## src/rtl/ethclk_pkg.sv

```systemverilog
// ethclk_pkg: shared definitions for the Ethernet recovered-clock supervisor.
//   state_t : FSM state codes, also published on the state output
//   LLC_W   : width of the saturating lock-loss counter
package ethclk_pkg;

  typedef enum logic [2:0] {
    S_RST    = 3'd0,
    S_WAIT   = 3'd1,
    S_SETTLE = 3'd2,
    S_RUN    = 3'd3,
    S_HOLD   = 3'd4,
    S_FAIL   = 3'd5
  } state_t;

  localparam int LLC_W = 8;

endpackage

```

## src/rtl/sync_ff2.sv

```systemverilog
// sync_ff2: generic two-flop synchronizer for level signals crossing into clk.
//   clk  : destination clock
//   rstn : synchronous active-low reset, both stages clear to 0
//   d    : asynchronous input
//   q    : synchronized output, two clk edges after d
module sync_ff2 #(
  parameter int DATA_W = 1
) (
  input  logic              clk,
  input  logic              rstn,
  input  logic [DATA_W-1:0] d,
  output logic [DATA_W-1:0] q
);

  logic [DATA_W-1:0] meta_p0;

  // stage p0 captures the asynchronous level, q re-times it
  always_ff @(posedge clk) begin
    if (!rstn) begin
      meta_p0 <= '0;
      q       <= '0;
    end else begin
      meta_p0 <= d;
      q       <= meta_p0;
    end
  end

endmodule

```

## src/rtl/ethclk_supervisor.sv

```systemverilog
// ethclk_supervisor: lock supervisor and reset sequencer for the Ethernet
// recovered-clock PLL, running entirely on the local 40 MHz clock.
//   clk40           : local system clock
//   rstn            : synchronous active-low reset
//   ethrxclk_locked : PLL LOCKED, asynchronous to clk40
//   force_rst       : one-cycle request, restart from S_RST
//   retry_req       : one-cycle request, leave S_FAIL now
//   lock_loss_clr   : one-cycle request, clear lock_loss_cnt
//   ethrxclk_rst    : PLL reset, active high
//   ethrxclk_ok     : qualified lock, high only in S_RUN
//   clk_sel         : 1 selects the Ethernet clock, 0 the local clock
//   fail            : high in S_FAIL
//   state           : current state code
//   lock_loss_cnt   : saturating count of RUN->HOLD transitions
module ethclk_supervisor
  import ethclk_pkg::*;
#(
  parameter int RST_CYCLES     = 16,
  parameter int LOCK_TIMEOUT   = 40000,
  parameter int SETTLE_CYCLES  = 4000,
  parameter int HOLDOFF_CYCLES = 400,
  parameter int MAX_RETRY      = 3,
  parameter int RETRY_INTERVAL = 4000000,
  parameter int CNT_W          = 24
) (
  input  logic             clk40,
  input  logic             rstn,
  input  logic             ethrxclk_locked,
  input  logic             force_rst,
  input  logic             retry_req,
  input  logic             lock_loss_clr,
  output logic             ethrxclk_rst,
  output logic             ethrxclk_ok,
  output logic             clk_sel,
  output logic             fail,
  output logic [2:0]       state,
  output logic [LLC_W-1:0] lock_loss_cnt
);

  localparam int RETRY_W = $clog2(MAX_RETRY + 1);

  localparam logic [CNT_W-1:0]   RST_LAST    = CNT_W'(RST_CYCLES - 1);
  localparam logic [CNT_W-1:0]   LOCK_LAST   = CNT_W'(LOCK_TIMEOUT - 1);
  localparam logic [CNT_W-1:0]   SETTLE_LAST = CNT_W'(SETTLE_CYCLES - 1);
  localparam logic [CNT_W-1:0]   HOLD_LAST   = CNT_W'(HOLDOFF_CYCLES - 1);
  localparam logic [CNT_W-1:0]   FAIL_LAST   = CNT_W'(RETRY_INTERVAL - 1);
  localparam logic [RETRY_W-1:0] RETRY_LAST  = RETRY_W'(MAX_RETRY - 1);

  function automatic logic [LLC_W-1:0] sat_inc(input logic [LLC_W-1:0] v);
    return (v == '1) ? v : v + 1'b1;
  endfunction

  logic               locked_s;
  state_t             cur;
  state_t             nxt;
  logic [CNT_W-1:0]   cnt;
  logic [RETRY_W-1:0] retry;
  logic [RETRY_W-1:0] retry_nxt;
  logic               attempt_fail;
  logic               loss;

  sync_ff2 #(
    .DATA_W(1)
  ) u_lock_sync (
    .clk  (clk40),
    .rstn (rstn),
    .d    (ethrxclk_locked),
    .q    (locked_s)
  );

  always_comb begin
    nxt          = cur;
    retry_nxt    = retry;
    attempt_fail = 1'b0;
    loss         = 1'b0;
    if (force_rst) begin
      // Overrides everything, including the lock-loss count in S_RUN.
      nxt       = S_RST;
      retry_nxt = '0;
    end else begin
      case (cur)
        S_RST: begin
          if (cnt == RST_LAST) nxt = S_WAIT;
        end
        S_WAIT: begin
          if (locked_s)               nxt = S_SETTLE;
          else if (cnt == LOCK_LAST) attempt_fail = 1'b1;
        end
        S_SETTLE: begin
          if (!locked_s) begin
            attempt_fail = 1'b1;
          end else if (cnt == SETTLE_LAST) begin
            nxt       = S_RUN;
            retry_nxt = '0;
          end
        end
        S_RUN: begin
          if (!locked_s) begin
            nxt  = S_HOLD;
            loss = 1'b1;
          end
        end
        S_HOLD: begin
          if (cnt == HOLD_LAST) nxt = S_RST;
        end
        S_FAIL: begin
          if (retry_req || (cnt == FAIL_LAST)) begin
            nxt       = S_RST;
            retry_nxt = '0;
          end
        end
        default: nxt = S_RST;
      endcase
      if (attempt_fail) begin
        retry_nxt = retry + 1'b1;
        nxt       = (retry == RETRY_LAST) ? S_FAIL : S_RST;
      end
    end
  end

  // Outputs are decoded from nxt so they move on the same edge as state.
  always_ff @(posedge clk40) begin
    if (!rstn) begin
      cur           <= S_RST;
      cnt           <= '0;
      retry         <= '0;
      ethrxclk_rst  <= 1'b1;
      ethrxclk_ok   <= 1'b0;
      clk_sel       <= 1'b0;
      fail          <= 1'b0;
      lock_loss_cnt <= '0;
    end else begin
      cur          <= nxt;
      retry        <= retry_nxt;
      // force_rst in S_RST keeps the state but must still restart the pulse.
      cnt          <= (force_rst || (nxt != cur)) ? '0 : cnt + 1'b1;
      ethrxclk_rst <= (nxt == S_RST);
      ethrxclk_ok  <= (nxt == S_RUN);
      clk_sel      <= (nxt == S_RUN);
      fail         <= (nxt == S_FAIL);
      if (lock_loss_clr)
        lock_loss_cnt <= '0;
      else if (loss)
        lock_loss_cnt <= sat_inc(lock_loss_cnt);
    end
  end

  assign state = cur;

endmodule
```

## config.mk

```make
export PLATFORM = sky130hd
export DESIGN_NAME = ethclk_supervisor
export DESIGN_NICKNAME = d
export VERILOG_FILES = /design/src/rtl/ethclk_pkg.sv /design/src/rtl/sync_ff2.sv /design/src/rtl/ethclk_supervisor.sv
export SDC_FILE = /design/constraint.sdc
export NUM_CORES = 1
export LEC_CHECK = 0
export ABC_AREA = 1
export ABC_CLOCK_PERIOD_IN_PS = 2000
export CORE_ASPECT_RATIO = 0.6
export CORE_MARGIN = 2
export CORE_UTILIZATION = 50
export CTS_CLUSTER_DIAMETER = 60
export DETAILED_ROUTE_END_ITERATION = 12
export PLACE_DENSITY = 0.73
export SLEW_MARGIN = 20
export SYNTH_ARGS = -nofsm -noshare
export SYNTH_HDL_FRONTEND = slang
export SYNTH_SLANG_ARGS = --single-unit
```

## constraint.sdc

```tcl
create_clock -name clk40 -period 2 [get_ports clk40]
set_input_delay 0.4 -clock clk40 [delete_from_list [all_inputs] [get_ports clk40]]
set_output_delay 0.4 -clock clk40 [all_outputs]
set_load 0.01 [all_outputs]
```

* Word-level counts from Yosys, hierarchy flattened *
Cells that the tools add are included.
Widths: inputs -> output; s select.

word-level totals
  output and inout bits = 15
  bits in read-only memories = 0
  word-level logic and storage cells = 65
  input port bits = 6
  latch bits = 0
  memory bits (writable) = 0
  register bits after elaboration = 42
  memories = 0

cells by class
  muxes and demuxes = 23
  shift operators = 0
  $mul = 0
  add/sub/neg operators = 3
  div/mod/pow operators = 0
  reduce and logical (&&, ||, !) cells = 10
  equal/unequal tests = 18
  bitwise operators = 2
  order comparisons = 0

operator list
  operator               number
  $mux 3                 10
  $add 24x1->24 const B  1
  $eq 24x12->1 const B   1
  $eq 24x16->1 const B   1
  $eq 24x22->1 const B   1
  $eq 24x4->1 const B    1
  $eq 24x9->1 const B    1
  $pmux 3 s6             1
  $eq 3x2->1 const B     3
  $eq 3x3->1 const B     3
  $add 8x1->8 const B    1
  $eq 8x8->1 const B     1
  $mux 2                 4
  $logic_not 3->1        2
  $mux 1                 6
  $ne 3x3->1 const B     2
  $reduce_or 2->1        3
  $pmux 2 s2             1
  $reduce_and 4->1       1
  $eq 3x1->1 const B     1
  $ne 3x2->1 const B     1
  $ne 3x3->1             1
  $reduce_bool 3->1      1
  $add 2x1->2 const B    1
  other kinds (5)        7

* Logic depth before layout (Yosys ltp) *
  word-level depth = 10
  mapped depth = 15
  gate-level depth less buffers = 14

* Hierarchy *
Synthesis repeated with hierarchy kept, for this count alone.

second synthesis, totals
  cells, all modules = 331
  area, all modules = 2403.6 µm²

by module, submodules not included
  module             seq. area each (µm²)  area an instance (µm²)  instances  cells each
  ethclk_supervisor  800.8                 2348.5                  1          325
  sync_ff2           40.0                  55.1                    1          6

* Least setup slack after synthesis *
Ideal clock, no wire load.

  path type = register -> register
  start point = register cnt[0]
  end point = register cnt[15]
  path slack = 0.134 ns
  setup time = 0.118 ns
  buffers on the path = 1
  clock period less this slack = 1.866 ns
  data arrival time = 1.748 ns
  data required time = 1.882 ns
  stages on the path, launching flop included = 16
  cells stage by stage = dfxtp_1 > ha_1 > nand2_1 > nor2_4 > inv_2 > nor2_4 > nand3_1 > nand2_2 > inv_2 > nor2_2 > nand3_2 > nand2_1 > nand2_2 > nand3_4 > buf_6 > nor3_2

between the ends
  longest elaborated chain between the ends = 10
  elaborated cells between the ends (all ways) = 22
  classes of those cells = add/sub (1); eq/ne (6); mux (12); reduce/logical (3)

RTL lines
  element                           line                      source
  from (decl)                       ethclk_supervisor.sv:56   logic [CNT_W-1:0] cnt;
  from (signal assigned)            ethclk_supervisor.sv:136  cnt <= (force_rst || (nxt != cur)) ? '0 : cnt + 1'b1;
  $eq 24x16->1                      ethclk_supervisor.sv:87   else if (cnt == LOCK_LAST) attempt_fail = 1'b1;
  $mux 1                            ethclk_supervisor.sv:87
  $mux 1                            ethclk_supervisor.sv:86   if (locked_s) nxt = S_SETTLE;
  $pmux 1 s2                        ethclk_supervisor.sv:81   case (cur)
  $mux 1                            ethclk_supervisor.sv:76   if (force_rst) begin
  $mux 3                            ethclk_supervisor.sv:114  if (attempt_fail) begin
  $mux 3                            ethclk_supervisor.sv:76
  $ne 3x3->1                        ethclk_supervisor.sv:136
  $logic_or 1x1->1                  ethclk_supervisor.sv:136
  $reduce_or 2->1 (no source line)  --

Several ways; a longest one is shown, not always the timed one. The select of a mux whose other input is x is not followed.
A chain may end at the register's enable or synchronous reset.

* Worst setup path after layout *
  start point = register cnt[0]
  end point = register cnt[23]

The elaborated chain is that of the path after synthesis.

==> results.py <==
metrics = {
    "critical_path": {
        "cp-startpoint": "cnt[0]",
        "max_stage_delay_ps": 360,
        "worstPathArrival_ps": 2130,
        "reg2reg_from": "cnt[0]",
        "critical_path.most_common_cell": "nand2_2",
        "critPathMaxFanout": 5,
        "critPathBufInv": 3,
        "critPathKind": "flip-flop to flip-flop",
        "critPathCapture": "cnt[23]",
        "reg2reg_depth": 15,
        "required_ps": 2190,
        "cp_cell_sequence": "ha_4, nand2_4, nor2_4, inv_4, nor2_4, nand3_2, nand2_2, inv_2, nor2_2, nand3_2, nand2_2, nand2_2, nand3_4, clkbuf_16, nor3_2",
        "cpLargestDelayFamily": "simple AND/OR/NAND/NOR gates",
        "critPathSlowestCell": "dfxtp_2",
        "ff2ff_setup_slack_ps": 60,
        "rr_endpoint": "cnt[23]",
        "cp.depth": 15,
        "endpoint_kind": "flip-flop",
        "start_kind": "flip-flop",
    },
    "drt": {
        "avgRoutedWirePerCell_um": 12.3,
        "finalWirelength_mm": 5.45,
        "drc": 0,
        "postRouteAntennaNets": 0,
        "drt-initial-drc-count": 183,
        "first_pass_iters": 4,
        "num_vias": 2184,
        "viasPerCell": 4.94,
    },
    "timing": {
        "rsz0062_at_grt": "true",
        "tns_ps": 0,
        "finalCriticalPeriod_ps": 1940,
        "worst_pin_slew_ps": 406,
        "relSlewSlack_pct": 72.7,
        "fin_crit_sh_pct": 97.1,
        "clock.fmax_mhz": 515,
        "finalHoldViolCount": 0,
        "setup_viol": 0,
        "maxSlewViolCount": 0,
        "finalClockSkew_ps": 10.1,
    },
    "clocking": {
        "cts_num_sinks": 42,
        "clk_latency_ps": 300,
        "cts-buffers-inserted": 5,
        "clk_pin_slew_ps": 90,
        "cts.path.max_buffers": 2,
        "cts-root-buf": "clkbuf_8",
        "cts_tree": "built",
        "cts_max_level": 2,
        "cts_setup_buffers": 0,
    },
    "finish": {
        "layoutNonFillerInstCount": 442,
        "area_growth_pct": 25.2,
        "drive_gt1_share_pct": 24.3,
        "n_antenna_cell": 0,
        "fin_nets": 387,
        "num-fill-cells": 400,
        "stdcell_area_sq_mm": 0.00310,
    },
    "global_route": {
        "grt_use_met1_pct": 30.8,
        "grt_remaining_overflow": 0,
        "track_usage_pct": 21.0,
        "grt_pass1_vias": 1958,
        "grt_max_degree": 18,
        "grt_busiest_layer": "met2",
        "use_met3_pct": 4.61,
        "use_met2_pct": 31.7,
        "grt_pass1_wl_mm": 8.97,
        "grt_antenna_before_repair": 0,
    },
    "logic_synthesis": {
        "synth_top_family_by_area": "simple AND/OR/NAND/NOR gates",
        "syn_area_sq_mm": 0.00248,
        "synth_compound_area_share_pct": 4.09,
        "synth_edf_count": 0,
        "syn_avg_cell_area_sq_um": 7.37,
        "synth_cell_types": 30,
        "seq_area_frac_synth_pct": 33.9,
        "synthMuxAreaShare_pct": 0,
        "netlist_instances": 336,
        "synthAdderAreaFrac_pct": 1.52,
        "synth_fp_nets": 345,
        "synth-seq-cells": 42,
        "synthArstFlopShare_pct": 0,
        "synth-main-ff-cell": "dfxtp_1",
        "synthSimpleGateAreaFrac_pct": 41.4,
        "synthXorXnorAreaFrac_pct": 7.78,
        "synth_warnings": 0,
    },
    "die": {
        "core_area_sq_mm": 0.00466,
        "fp-row-count": 19,
        "ioPinCount": 21,
        "die_h_um": 58.5,
        "die-area_sq_mm": 0.00555,
        "die_w_um": 94.9,
        "start_util_pct": 53.2,
    },
    "placed_design": {
        "io_buffers": 20,
        "hpwl_mm": 4.17,
        "place_congestion": 0.903,
        "place_inst": 433,
        "postPlaceCellArea_sq_mm": 0.00290,
    },
    "job": {
        "maxCapViolations": 0,
    },
    "hold_path": {
        "hp-class": "flip-flop to flip-flop",
    },
    "status": {
        "status": "completed",
    },
    "power_and_ir_drop": {
        "ir_drop_uv": 438,
        "pwr_density_cell_mw_per_mm2": 481,
        "leakagePower_nw": 1.26,
    },
}
==> cell families (layout without fill, tap and decap cells) <==
logic type,count (synthesis),in the layout
compound gates,19,19
xor+xnor,22,22
fa+ha+maj,3,3
buf+inv,65,108
flops,42,42
simple gates,185,185
==> Yosys cell counts, types with 2 or more instances <==
master   instances  area share, %
nor3_2          25             10
inv_1           55            8.3
a21oi_1         10            2.0
o21ai_0          6            1.2
nor2_1          47            7.1
nor3_1           8            1.6
dfxtp_1         42             34
xnor2_1          4            1.4
nand2_1         55            8.3
nand4_1          3           0.76
nand3_1         22            4.4
nand2_4          2           0.91
buf_6            4            1.8
inv_2            4           0.61
nand4_2          2            1.0
nor2_2           3           0.76
xor2_1          18            6.4
ha_1             3            1.5
nand3_2          5            2.0
nor2_4           3            1.4
nand2_2          6            1.5
==> cells in the final DEF (no fill, tap or decap), types with 2 or more instances in the layout <==
cell type        Yosys  final
inv_1               55     55
nand2_1             55     52
nor2_1              47     47
dfxtp_1             42     38
nand3_1             22     21
nor3_2              25     21
clkdlybuf4s50_1      0     20
xor2_1              18     18
buf_4                1     15
a21oi_1             10     10
nand2_2              6      8
nor3_1               8      7
nand3_2              5      6
o21ai_0              6      6
clkbuf_8             0      6
nor3_4               0      5
xnor2_1              4      4
dfxtp_2              0      4
buf_12               0      4
inv_2                4      3
nand2_4              2      3
nor2_4               3      3
nand4_1              3      3
nor2_2               3      3
nand4_2              2      2
ha_1                 3      2
==> worst reg2reg max path, delay by kind of cell (launching register included) <==
kind,cells,cell delay [ps]
flip-flops,1,360
buffers and inverters,3,290
AND/OR/NAND/NOR,11,1060
adder cells (fa/ha/maj),1,150
==> power by group <==
group	internal (mW)	switching (mW)
clock	0.278	0.294
sequential	0.840	0.00360
combinational	0.0382	0.0372
==> registers in the layout (all words and copies together), names as in the netlist, 2 cells and up <==
| register | flops |
|---|---|
| cnt | 24 |
| lock_loss_cnt | 8 |
| state | 3 |
| retry | 2 |
==> how the worst min path moves through the flow <==
stage	slack (ps)	cells after the start	end	from
after floorplan	390	2	u_lock_sync.q	u_lock_sync.meta_p0
after global placement	400	2	u_lock_sync.q	u_lock_sync.meta_p0
after detailed placement	420	2	u_lock_sync.q	u_lock_sync.meta_p0
after CTS	430	2	u_lock_sync.q	u_lock_sync.meta_p0
after global routing	450	1	retry[0]	retry[0]
final	420	2	u_lock_sync.q	u_lock_sync.meta_p0
==> metrics by stage <==
step	setup WS, ps	util [%]	hold WS [ps]	power [mW]
6_report	58.3	66.5	424	1.49
5_1_grt	-85.1	66.5	450	1.55
4_1_cts	33.5	64.3	429	1.49
3_5_place_dp	54.7	62.2	419	0.928
3_3_place_gp	79.0	62.2	396	0.927
2_1_floorplan	134	-	390	0.892
==> timing repair <==
item                                    in CTS  in global routing
resized for setup                            0                 20
endpoints found under the setup margin       0                 25
hold buffers                                 0                  0
==> cell type report <==
class                      instances  area, sq um  share of cell area (%)
clock buffer                       6         82.6                    2.66
inverter                          59          224                    7.22
multi-input combinational        229         1430                    46.0
tap                               63         78.8                    2.54
sequential                        42          846                    27.3
clock inverter                     2         12.5                   0.404
timing repair buffer              41          429                    13.8
==> layer usage <==
layer	wire [um]	up-vias
li1	-	1133
met1	2670	976
met2	2300	70
met3	437	5
met4	35	0
met5	0	-
Power figures use the tool's default switching activity.
